## config.mk

```make
export PLATFORM = sky130hd
export DESIGN_NAME = impact_op_sequencer
export DESIGN_NICKNAME = d
export VERILOG_FILES = /design/src/rtl/impact_seq_pkg.sv /design/src/rtl/impact_phase_timer.sv /design/src/rtl/impact_op_sequencer.sv
export SDC_FILE = /design/constraint.sdc
export NUM_CORES = 1
export LEC_CHECK = 0
export ABC_AREA = 1
export CAP_MARGIN = 20
export CORE_UTILIZATION = 40
export CTS_CLUSTER_DIAMETER = 200
export CTS_CLUSTER_SIZE = 40
export DETAILED_ROUTE_END_ITERATION = 10
export DONT_BUFFER_PORTS = 1
export PLACE_DENSITY = 0.65
export SYNTH_ARGS = -nofsm -noshare
export SYNTH_HDL_FRONTEND = slang
export SYNTH_SLANG_ARGS = --single-unit
```

## constraint.sdc

```tcl
create_clock -name clk -period 5.7 [get_ports clk]
set_input_delay 1.71 -clock clk [delete_from_list [all_inputs] [get_ports clk]]
set_output_delay 1.71 -clock clk [all_outputs]
set_load 0.1 [all_outputs]
```

## src/rtl/impact_seq_pkg.sv

```systemverilog
// Shared definitions for the IMPACT op sequencer: op encodings, FSM states, phase-timer width.
// Latency: n/a (declarations only).
// Backpressure: n/a.
package impact_seq_pkg;

    localparam logic [1:0] OP_WRITE = 2'b00;
    localparam logic [1:0] OP_READ  = 2'b01;

    // Width of the per-phase down-counter; phase lengths are 1..15 cycles.
    localparam int PHASE_W = 4;

    typedef enum logic [2:0] {
        ST_IDLE  = 3'd0,
        ST_LOAD  = 3'd1,
        ST_PRECH = 3'd2,
        ST_WL    = 3'd3,
        ST_SENSE = 3'd4,
        ST_CAPT  = 3'd5,
        ST_RESP  = 3'd6
    } seq_state_t;

    // Even-parity bit per byte lane: the bit that makes each lane's ones-count even.
    function automatic logic [3:0] byte_parity(input logic [31:0] d);
        logic [3:0] p;
        for (int i = 0; i < 4; i++) begin
            p[i] = ^d[8*i +: 8];
        end
        return p;
    endfunction

endpackage

```

## src/rtl/impact_phase_timer.sv

```systemverilog
// Loadable down-counter timing one macro phase; done is high while the count is 0.
// Latency: load takes effect on the next clock edge; counts down one per cycle after that.
// Backpressure: none; the sequencer reloads it on every phase entry.
module impact_phase_timer
    import impact_seq_pkg::*;
(
    input  logic               clk,
    input  logic               rst,
    input  logic               load,
    input  logic [PHASE_W-1:0] load_val,
    output logic               done
);

    logic [PHASE_W-1:0] cnt;

    // Load N-1 on phase entry, then count down and park at zero.
    always_ff @(posedge clk or posedge rst) begin
        if (rst) begin
            cnt <= '0;
        end else if (load) begin
            cnt <= load_val;
        end else if (cnt != '0) begin
            cnt <= cnt - 1'b1;
        end
    end

    assign done = (cnt == '0);

endmodule

```

## src/rtl/impact_op_sequencer.sv

```systemverilog
// Turns word/byte read-write commands into timed IMPACT macro control sequences (load, precharge, WL, sense).
// Latency at defaults: word write 21, byte write 6, word read 25, byte read 7, reserved op 2 cycles to rsp_valid.
// Backpressure: cmd_ready only in IDLE; rsp_valid/rsp_data held until rsp_ready, no new command before that.
// Optional: define IMPACT_SEQ_PARITY_EN to add rsp_parity[3:0] (even parity per rsp_data byte).
module impact_op_sequencer
    import impact_seq_pkg::*;
#(
    parameter int PRECHARGE_CYC = 2,
    parameter int WL_CYC        = 2,
    parameter int SENSE_CYC     = 1
)
(
    input  logic        clk,
    input  logic        rst,
    input  logic        cmd_valid,
    output logic        cmd_ready,
    input  logic [1:0]  cmd_op,
    input  logic [1:0]  cmd_proj,
    input  logic        cmd_byte_mode,
    input  logic [1:0]  cmd_byte_sel,
    input  logic        cmd_trunc,
    input  logic [31:0] cmd_data,
    output logic        rsp_valid,
    input  logic        rsp_ready,
    output logic [31:0] rsp_data,
    output logic        rsp_err,
`ifdef IMPACT_SEQ_PARITY_EN
    output logic [3:0]  rsp_parity,
`endif
    output logic        busy,
    output logic [7:0]  Data_In,
    output logic [1:0]  Byte_Select,
    output logic [1:0]  Proj_Select,
    output logic        Data_In_Enable,
    output logic        WriteEnable,
    output logic        ReadEnable,
    output logic        WL_enable,
    output logic        Byte_Mode_Enable,
    output logic        Trunc_Enable,
    output logic        PreCharge,
    input  logic [7:0]  Data_Out
);

    if (PRECHARGE_CYC < 1 || PRECHARGE_CYC > 15 ||
        WL_CYC        < 1 || WL_CYC        > 15 ||
        SENSE_CYC     < 1 || SENSE_CYC     > 15) begin : g_bad_param
        $error("impact_op_sequencer: phase cycle counts must be in 1..15");
    end

    localparam logic [PHASE_W-1:0] PRECH_LD = PHASE_W'(PRECHARGE_CYC - 1);
    localparam logic [PHASE_W-1:0] WL_LD    = PHASE_W'(WL_CYC - 1);
    localparam logic [PHASE_W-1:0] SENSE_LD = PHASE_W'(SENSE_CYC - 1);

    seq_state_t         state, state_d;
    logic [1:0]         idx, idx_d;
    logic [1:0]         op_q, op_d;
    logic [31:0]        data_q, data_src;
    logic [31:0]        rsp_data_d;
    logic               rsp_err_d;
    logic               byte_mode_q;
    logic               accept;
    logic               last_byte;
    logic               in_iter_d;
    logic               tmr_load;
    logic [PHASE_W-1:0] tmr_val;
    logic               tmr_done;

    assign accept    = cmd_valid && cmd_ready;
    // Outputs are registered from next-state values, so at the accept edge
    // the live command fields stand in for the not-yet-captured copies.
    assign op_d      = accept ? cmd_op   : op_q;
    assign data_src  = accept ? cmd_data : data_q;
    assign last_byte = byte_mode_q || (idx == 2'd3);
    assign in_iter_d = !op_d[1] &&
                       (state_d inside {ST_LOAD, ST_PRECH, ST_WL, ST_SENSE, ST_CAPT});

    impact_phase_timer u_timer (
        .clk      (clk),
        .rst      (rst),
        .load     (tmr_load),
        .load_val (tmr_val),
        .done     (tmr_done)
    );

    // Next-state, byte index, phase-timer loads and response accumulation.
    always_comb begin
        state_d    = state;
        idx_d      = idx;
        tmr_load   = 1'b0;
        tmr_val    = '0;
        rsp_data_d = rsp_data;
        rsp_err_d  = rsp_err;
        case (state)
            ST_IDLE: begin
                if (accept) begin
                    idx_d      = cmd_byte_mode ? cmd_byte_sel : 2'd0;
                    rsp_data_d = '0;
                    rsp_err_d  = cmd_op[1];
                    if (cmd_op == OP_WRITE) begin
                        state_d = ST_LOAD;
                    end else if (cmd_op == OP_READ) begin
                        state_d  = ST_PRECH;
                        tmr_load = 1'b1;
                        tmr_val  = PRECH_LD;
                    end else begin
                        // Reserved op: one quiet cycle, then report the error.
                        state_d = ST_CAPT;
                    end
                end
            end
            ST_LOAD: begin
                state_d  = ST_PRECH;
                tmr_load = 1'b1;
                tmr_val  = PRECH_LD;
            end
            ST_PRECH: begin
                if (tmr_done) begin
                    state_d  = ST_WL;
                    tmr_load = 1'b1;
                    tmr_val  = WL_LD;
                end
            end
            ST_WL: begin
                if (tmr_done) begin
                    if (op_q == OP_READ) begin
                        state_d  = ST_SENSE;
                        tmr_load = 1'b1;
                        tmr_val  = SENSE_LD;
                    end else if (last_byte) begin
                        state_d = ST_RESP;
                    end else begin
                        state_d = ST_LOAD;
                        idx_d   = idx + 2'd1;
                    end
                end
            end
            ST_SENSE: begin
                if (tmr_done) begin
                    state_d = ST_CAPT;
                end
            end
            ST_CAPT: begin
                if (op_q == OP_READ) begin
                    rsp_data_d[{idx, 3'b000} +: 8] = Data_Out;
                    if (!last_byte) begin
                        state_d  = ST_PRECH;
                        idx_d    = idx + 2'd1;
                        tmr_load = 1'b1;
                        tmr_val  = PRECH_LD;
                    end else begin
                        state_d = ST_RESP;
                    end
                end else begin
                    state_d = ST_RESP;
                end
            end
            ST_RESP: begin
                if (rsp_ready) begin
                    state_d    = ST_IDLE;
                    rsp_data_d = '0;
                    rsp_err_d  = 1'b0;
                end
            end
            default: begin
                state_d = ST_IDLE;
            end
        endcase
    end

    // FSM state, byte index and the command fields captured at acceptance.
    always_ff @(posedge clk or posedge rst) begin
        if (rst) begin
            state       <= ST_IDLE;
            idx         <= 2'd0;
            op_q        <= OP_WRITE;
            data_q      <= '0;
            byte_mode_q <= 1'b0;
        end else begin
            state <= state_d;
            idx   <= idx_d;
            if (accept) begin
                op_q        <= cmd_op;
                data_q      <= cmd_data;
                byte_mode_q <= cmd_byte_mode;
            end
        end
    end

    // Registered handshake, response and macro-pin outputs decoded from the next state.
    always_ff @(posedge clk or posedge rst) begin
        if (rst) begin
            cmd_ready        <= 1'b1;
            busy             <= 1'b0;
            rsp_valid        <= 1'b0;
            rsp_data         <= '0;
            rsp_err          <= 1'b0;
            Data_In          <= '0;
            Data_In_Enable   <= 1'b0;
            Byte_Select      <= '0;
            PreCharge        <= 1'b0;
            WL_enable        <= 1'b0;
            WriteEnable      <= 1'b0;
            ReadEnable       <= 1'b0;
            Proj_Select      <= '0;
            Byte_Mode_Enable <= 1'b0;
            Trunc_Enable     <= 1'b0;
        end else begin
            cmd_ready      <= (state_d == ST_IDLE);
            busy           <= (state_d != ST_IDLE);
            rsp_valid      <= (state_d == ST_RESP);
            rsp_data       <= rsp_data_d;
            rsp_err        <= rsp_err_d;
            Data_In_Enable <= (state_d == ST_LOAD);
            Data_In        <= (state_d == ST_LOAD) ? data_src[{idx_d, 3'b000} +: 8] : 8'd0;
            Byte_Select    <= in_iter_d ? idx_d : 2'd0;
            PreCharge      <= (state_d == ST_PRECH);
            WL_enable      <= (state_d == ST_WL);
            WriteEnable    <= (state_d == ST_WL) && (op_d == OP_WRITE);
            ReadEnable     <= ((state_d == ST_WL) || (state_d == ST_SENSE)) && (op_d == OP_READ);
            // Operation-wide macro modes: set at acceptance of a real op, dropped back in IDLE.
            if (accept && !cmd_op[1]) begin
                Proj_Select      <= cmd_proj;
                Byte_Mode_Enable <= cmd_byte_mode;
                Trunc_Enable     <= cmd_trunc;
            end else if (state_d == ST_IDLE) begin
                Proj_Select      <= '0;
                Byte_Mode_Enable <= 1'b0;
                Trunc_Enable     <= 1'b0;
            end
        end
    end

`ifdef IMPACT_SEQ_PARITY_EN
    // Per-lane parity tracks rsp_data exactly, so it is valid alongside rsp_valid.
    always_ff @(posedge clk or posedge rst) begin
        if (rst) begin
            rsp_parity <= '0;
        end else begin
            rsp_parity <= byte_parity(rsp_data_d);
        end
    end
`endif

endmodule

```

After elaboration in Yosys (flattened, before gate mapping)
Cells that the tools add are included.
{"block": "totals", "reg_bits": 99, "inputBits": 52, "output_inout_bits": 55, "wordCells": 123}
{"block": "op_classes", "add_sub_neg": 3, "eq_ne": 19, "shift": 3, "mux": 54, "n_reduce_logical": 23}
{"op": "$mux 32", "count": 4}
{"op": "$pmux 32 s3", "count": 1}
{"op": "$mux 3", "count": 11}
{"op": "$bwmux 32", "count": 1}
{"op": "$shift 8x7->32 const A", "count": 1}
{"op": "$shiftx 32x6->8", "count": 1}
{"op": "$shiftx 8x7->32", "count": 1}
{"op": "$pmux 3 s7", "count": 1}
{"op": "$mux 2", "count": 10}
{"op": "$mux 1", "count": 19}
{"op": "$eq 3x3->1 const B", "count": 6}
{"op": "$eq 3x2->1 const B", "count": 4}
{"op": "$mux 4", "count": 2}
{"op": "$mux 8", "count": 1}
{"op": "$neg 5->7", "count": 1}
{"op": "$eq 2x1->1 const B", "count": 3}
{"op": "$eq 3x1->1 const B", "count": 2}
{"op": "$logic_not 3->1", "count": 2}
{"op": "$ne 2x2->1 const B", "count": 3}
{"op": "$pmux 2 s3", "count": 1}
{"op": "$reduce_bool 2->1", "count": 3}
{"op": "$reduce_bool 3->1", "count": 2}
{"op": "$logic_and 1x1->1", "count": 5}
{"op": "$pmux 1 s5", "count": 1}
{"op": "13 further kinds", "count": 16}

Logic depth before layout (Yosys ltp)
Gate-level depths: netlist (run 1).
{"block": "depth", "word_depth": 10, "ltp_mapped": 13, "ltp_nobuf": 13}

Cells and area by module
From an unflattened synthesis (run 1), not the netlist that was laid out.
{"block": "hier_totals", "hier_cells": 551, "area_unflattened_um2": 4725.8}
{"module": "impact_op_sequencer", "n_inst": 1, "cells_per_inst": 513, "area_per_inst_um2": 4466.8, "seq_area_each_um2": 2378.5}
{"module": "impact_phase_timer", "n_inst": 1, "cells_per_inst": 38, "area_per_inst_um2": 259.0, "seq_area_each_um2": 100.1}

Worst setup path after synthesis (run 1)
No wires, ideal clock.
{"block": "synth_path", "kind": "input to register", "start": "input port cmd_valid", "end": "register Data_In[6]", "setup_ps": 79, "arrival_ps": 2872, "required_ps": 5621, "slack_ps": 2750, "cell_stages": 9, "path_buffers": 1, "path_cell_list": "nand2_2 > inv_1 > nand2_1 > nor3b_1 > a21oi_4 > buf_2 > nand3_1 > nand3_1 > a21oi_1"}
{"block": "synth_via", "elab_chain_len": 5, "word_cells_on_any_way": 9, "cone_classes": "eq/ne: 1; shift: 1; mux: 6; reduce/logical: 1"}
{"item": "from (decl)", "line_no": "impact_op_sequencer.sv:15", "source": "input logic cmd_valid,"}
{"item": "$logic_and 1x1->1 *", "line_no": "impact_op_sequencer.sv:68", "source": "assign accept = cmd_valid && cmd_ready;"}
{"item": "$mux 2 / $mux 3 (equally long branches)", "line_no": "impact_op_sequencer.sv:95", "source": "if (accept) begin"}
{"item": "$pmux 2 s3 / $pmux 3 s7 (equally long branches)", "line_no": "impact_op_sequencer.sv:93", "source": "case (state)"}
{"item": "$shiftx 32x6->8 / $eq 3x1->1 (equally long branches)", "line_no": "impact_op_sequencer.sv:214", "source": "Data_In <= (state_d == ST_LOAD) ? data_src[{idx_d, 3'b000} +: 8] : 8'd0;"}
{"item": "$mux 8 *", "line_no": "impact_op_sequencer.sv:214"}
{"item": "to (signal assigned)", "line_no": "impact_op_sequencer.sv:214"}
{"item": "to (decl)", "line_no": "impact_op_sequencer.sv:31", "source": "output logic [7:0] Data_In,"}
Every way passes the cells marked *; elsewhere a longest branch is shown, timed or not.
A chain may end at the register's enable or synchronous reset.

Worst setup path in the final report (run 1)
Same ends and word-level chain as after synthesis.

==> metrics.txt, run 1 <==
Fillers 1045; area of the multi-input gates about 1800 um^2; nets 576; worst path required time 5.97 ns; Initial Util between 40% and 50%; fin. max-slew vios 0; Most Frequent Cell on Critical Path nand2_1; commonest cells after routing, fill and taps aside dfrtp_1 (98), nand2_1 (83), inv_1 (56); PostCTS Resize Cnt 0; Post-Synthesis Cells approximately 520; critical path peak fanout 37; Setup crit start cmd_valid; clk_skew 0.00997 ns; Tot GR Track Use around a fifth; hold path start byte_mode_q; CTS tree done; top_reg_cell synth dfrtp_1; antenna violations before repair 0; Final ANT Viol Nets 0; Yosys cell types 35; worst path cell trace nand2_2 -> inv_1 -> nand2_1 -> nor3b_1 -> a21oi_4 -> nand2_4 -> nand2_1 -> nand3_1 -> a21oi_1; delay of the slowest critical-path stage between 0.4 and 0.5 ns; Slew @ Worst Pin ~0.96 ns; maximum number of pins on one net before global-route repair 62; Fin. Hold Viols 0; Die W around 110 um; Ys Warns 0; CORE AREA about 11000 um^2; RR Startpoint cmd_ready; Synth top area share between 50 and 60%; vias in the first global route 3536; post-CTS setup repair buffer count 0; first-pass GRT wire length roughly 18000 um; clk sinks ~100; number of synthesized flops with an enable pin 0; grt ovf 0; Final Critical Period between 3 and 4 ns; flops & latches, synth 99; area grow syn2layout 8.27%; vias per cell 5.39; share of layout cells above drive strength 1 approximately 15%; final period utilization about three fifths; CP Launch Type primary input; Clock Latency Late Sink approximately 0.35 ns; routed len/inst 16.5 um; Final setup viols 0; TritonCTS Buffers 9; Max Root-Sink Buffers 2; area of the die approximately 12000 um^2; row count 38; max-cap violations 0; Synth area leaders dfrtp_1 (53%), nand2_1 (6.7%), nand3_1 (5.5%); FF/Latch Area between 2000 and 2500 um^2; Total Neg Setup Slack 0 ns; RSZ-0062 raised after global routing no; post-synth top area cell dfrtp_1; Min-Delay Path Class flop to flop; routed vias around 3600; Mapped Avg Cell Area 8.81 um^2; Root Driver clkbuf_16; CTS H-tree lvls 3; Post-Syn Nets 581; final WL around 11000 um; DRT iter0 DRCs between 150 and 200; die span in y 109 um; Post-synth ARST share 100%; clock slew at reported path FFs 0.06 ns; Max-slew headroom 35.7%; Post-DP HPWL a little under 8000 um; Crit. End Element flop; CP max stage cell nand2_2; Max Freq between 200 and 300 MHz; DRC violation count after routing 0; IO Port Bufs 0; Post-CTS Hold Buffers 0; synthesized area around 4600 um^2; IO Pins 107; Worst EP arrival about 3.7 ns; commonest non-fill, non-tap cell in the layout dfrtp_1; Pre-Repair DR Iteration Count 5; share of the yosys chip area belonging to registers approximately 54%; GP Congestion between 0.9 and 1; crit path kind primary input to flop; status complete, no violations
[metal layers]
metal	track usage (%)	up-vias	share of wire, %
met1	22.9	1720	40
met4	8.95	0	2.8
met3	8.30	23	9.2
li1	-	1703	-
met5	0	-	0
met2	31.4	139	48
[state kept, by name (all words and copies together), names as in the netlist, 2 cells and up]
signal / cells
rsp_data: 32
idx: 2
op_q: 2
Data_In: 8
Proj_Select: 2
data_q: 32
Byte_Select: 2
u_timer.cnt: 4
state: 3
[critical path, delay by kind of cell]
kind                   cells  cell delay (ns)
AND/OR/NAND/NOR            6             1.13
buffers and inverters      1             0.25
AO/OA/AOI/OAI              2             0.58
[path summary, 6_finish.rpt]
path | endpoint | slack, ns | cells after the start
worst min register to register | byte_mode_q | 0.53 | 2
max in group asynchronous | cmd_ready | 3.33 | 2
worst max register to register | Data_In[6] | 2.70 | 9
worst max-delay path | Data_In[6] | 2.28 | 9
worst min-delay path | byte_mode_q | 0.53 | 2
min in group asynchronous | rsp_data[17] | 1.36 | 1
[kinds of logic after synthesis]
group | Yosys count | synth area share (%)
XOR/XNOR | 2 | 0.379
AND/OR/NAND/NOR | 247 | 26.2
flip-flops | 99 | 53.7
buffers and inverters | 81 | 7.45
adder cells (fa/ha/maj) | 5 | 1.36
AO/OA/AOI/OAI | 90 | 11.0
[cell usage after synthesis, types with 2 or more instances]
master	n
dfrtp_1	98
nand2_1	83
inv_1	57
nand3_1	51
o21ai_0	47
nor2_1	42
a21oi_1	33
or2_2	33
nand4_1	17
clkbuf_1	8
nor3_1	6
ha_1	5
inv_2	5
nand3_2	5
buf_2	4
buf_6	4
a21oi_4	3
nand2_2	2
nand2_4	2
nor2_2	2
o21ai_1	2
xor2_1	2
[area by class of cell]
type	instances	area share [%]
repair buffers	2	0.300
well taps	140	3.50
multi-input cells	344	35.9
clock inverters	6	1.30
diodes	1	0.0501
flip-flops and latches	99	49.6
inverters	63	4.78
clock buffers	10	4.58
[through the flow]
step	instance area (um^2)	std cells	hold slack [ns]	utilization, %	setup slack, ns
finish	5000	665	0.528	45.3	2.28
detailed placement	4700	648	0.516	42.6	1.89
global placement	4700	648	0.511	42.6	2.05
floorplan	4620	524	0.450	-	1.40
CTS	5000	664	0.531	45.3	2.28
global route	5000	664	0.569	45.3	2.01
Power of run 1 is not shown: default switching activity piles up to over one toggle a cycle in this logic, so the estimate is an artifact.
==> run 2, diff against run 1 <==
==> constraint.sdc (replaced) <==
create_clock -name clk -period 3.4 [get_ports clk]
set_input_delay 1.02 -clock clk [delete_from_list [all_inputs] [get_ports clk]]
set_output_delay 1.02 -clock clk [all_outputs]
set_load 0.1 [all_outputs]
==> metrics.txt, run 2 (synthesized netlist as in run 1, its figures left out) <==
status complete, no violations; clk sinks 99; GP Congestion 0.824; DRT iter0 DRCs 196; worst path cell trace inv_1 -> ha_1 -> clkinv_1 -> nor4_2 -> nand2_1 -> a21oi_1; antenna violations before repair 0; hold path start byte_mode_q; maximum number of pins on one net before global-route repair 100; Final ANT Viol Nets 0; reg2reg end rsp_data[0]; first-pass GRT wire length ~18000 um; vias in the first global route 3531; commonest non-fill, non-tap cell in the layout dfrtp_1; Max Root-Sink Buffers 2; # diodes 0; PostCTS Resize Cnt 0; grt ovf 0; CTS tree done; met2 GRT Util 31.6%; post-CTS setup repair buffer count 0; Fillers about 1100; share of layout cells above drive strength 1 between 15 and 20%; CP max stage cell nor4_2; Fin. Hold Viols 0; die span in y approximately 110 um; area grow syn2layout 8.48%; critical path buffer and inverter count 2; Clock Latency Late Sink around 0.35 ns; crit path kind flop to flop; IO Port Bufs 0; CP Launch Type flop; Pre-Repair DR Iteration Count 4; routed vias around 3500; RSZ-0062 raised after global routing no; vias per cell between 5 and 6; GR Util met3 under 10%; final period utilization between 70 and 80%; Die W between 100 and 150 um; RR Startpoint idx[0]; Max-slew headroom 37.5%; commonest cells after routing, fill and taps aside dfrtp_1 (98), nand2_1 (83), inv_1 (56); Worst Hold Depth 2; Hold Path End byte_mode_q; Min-Delay Path Class flop to flop; Tot GR Track Use 19.7%; Post-DP HPWL approximately 7900 um; row count 38; biggest regs data_q: 32 flops, rsp_data: 32 flops, Data_In: 8 flops; worst path required time ~3.7 ns; Setup crit start idx[0]; Crit. End Element flop; FF/Latch Area around 2500 um^2; final WL roughly 11000 um; nets approximately 580; area of the multi-input gates between 1500 and 2000 um^2; max-cap violations 0; Max Freq between 300 and 400 MHz; CORE AREA between 10000 and 15000 um^2; Root Driver clkbuf_16; delay of the slowest critical-path stage between 0.7 and 0.8 ns; area of the die 12000 um^2; Slew @ Worst Pin ~0.94 ns; fin. max-slew vios 0; routed len/inst about 16 um; critical path peak fanout 17; Initial Util a little over two fifths; DRC violation count after routing 0; Final setup viols 0; TritonCTS Buffers 9; Crit path max-delay family simple AND/OR/NAND/NOR gates; CTS H-tree lvls 3; IO Pins between 100 and 150; Post-CTS Hold Buffers 0; gr busiest metal met2; Worst EP arrival between 2 and 3 ns; cells on worst reg2reg path 6; GR Util met1 about a quarter; Total Neg Setup Slack 0 ns; clk_skew roughly 0.011 ns; R2R setup slack just over 0.7 ns; clock slew at reported path FFs ~0.07 ns; Final Critical Period about 2.7 ns
==> run 2: layer usage <==
layer	vias up	wire length, um
li1	1701	-
met1	1678	4410
met2	119	5300
met3	17	1030
met4	0	234
met5	-	0
==> run 2: worst max-delay path by stage <==
stage          slack (ns)             end  depth (start not counted)
2_1_floorplan        1.14      Data_In[6]                          9
3_3_place_gp         0.74  Data_In_Enable                          9
3_5_place_dp         0.72    rsp_data[26]                          5
4_1_cts              0.71    rsp_data[26]                          5
5_1_grt              0.44     rsp_data[7]                          6
6_report             0.72     rsp_data[0]                          6
==> run 2: worst min-delay path: cells and delay by family (launching register included) <==
kind | cells | cell delay, ns
AND/OR/NAND/NOR | 2 | 0.12
flip-flops | 1 | 0.38
==> run 2: layout make-up <==
type                    count  share of cell area, %
clock inverters             7                   1.05
well taps                 140                   3.50
inverters                  63                   4.80
multi-input cells         344                   35.8
clock buffers               9                   4.50
repair buffers              4                  0.849
flip-flops and latches     99                   49.5
==> run 2: metrics by stage <==
stage	setup slack, ns	cell area (um^2)	util [%]	hold WS, ns	instances
2_1_floorplan	1.14	4620	-	0.450	524
3_3_place_gp	0.737	4730	42.9	0.513	650
3_5_place_dp	0.723	4730	42.9	0.513	650
4_1_cts	0.705	5010	45.4	0.532	666
5_1_grt	0.444	5010	45.4	0.570	666
6_report	0.721	5010	45.4	0.531	666
Power of run 2 is left out for the same reason.
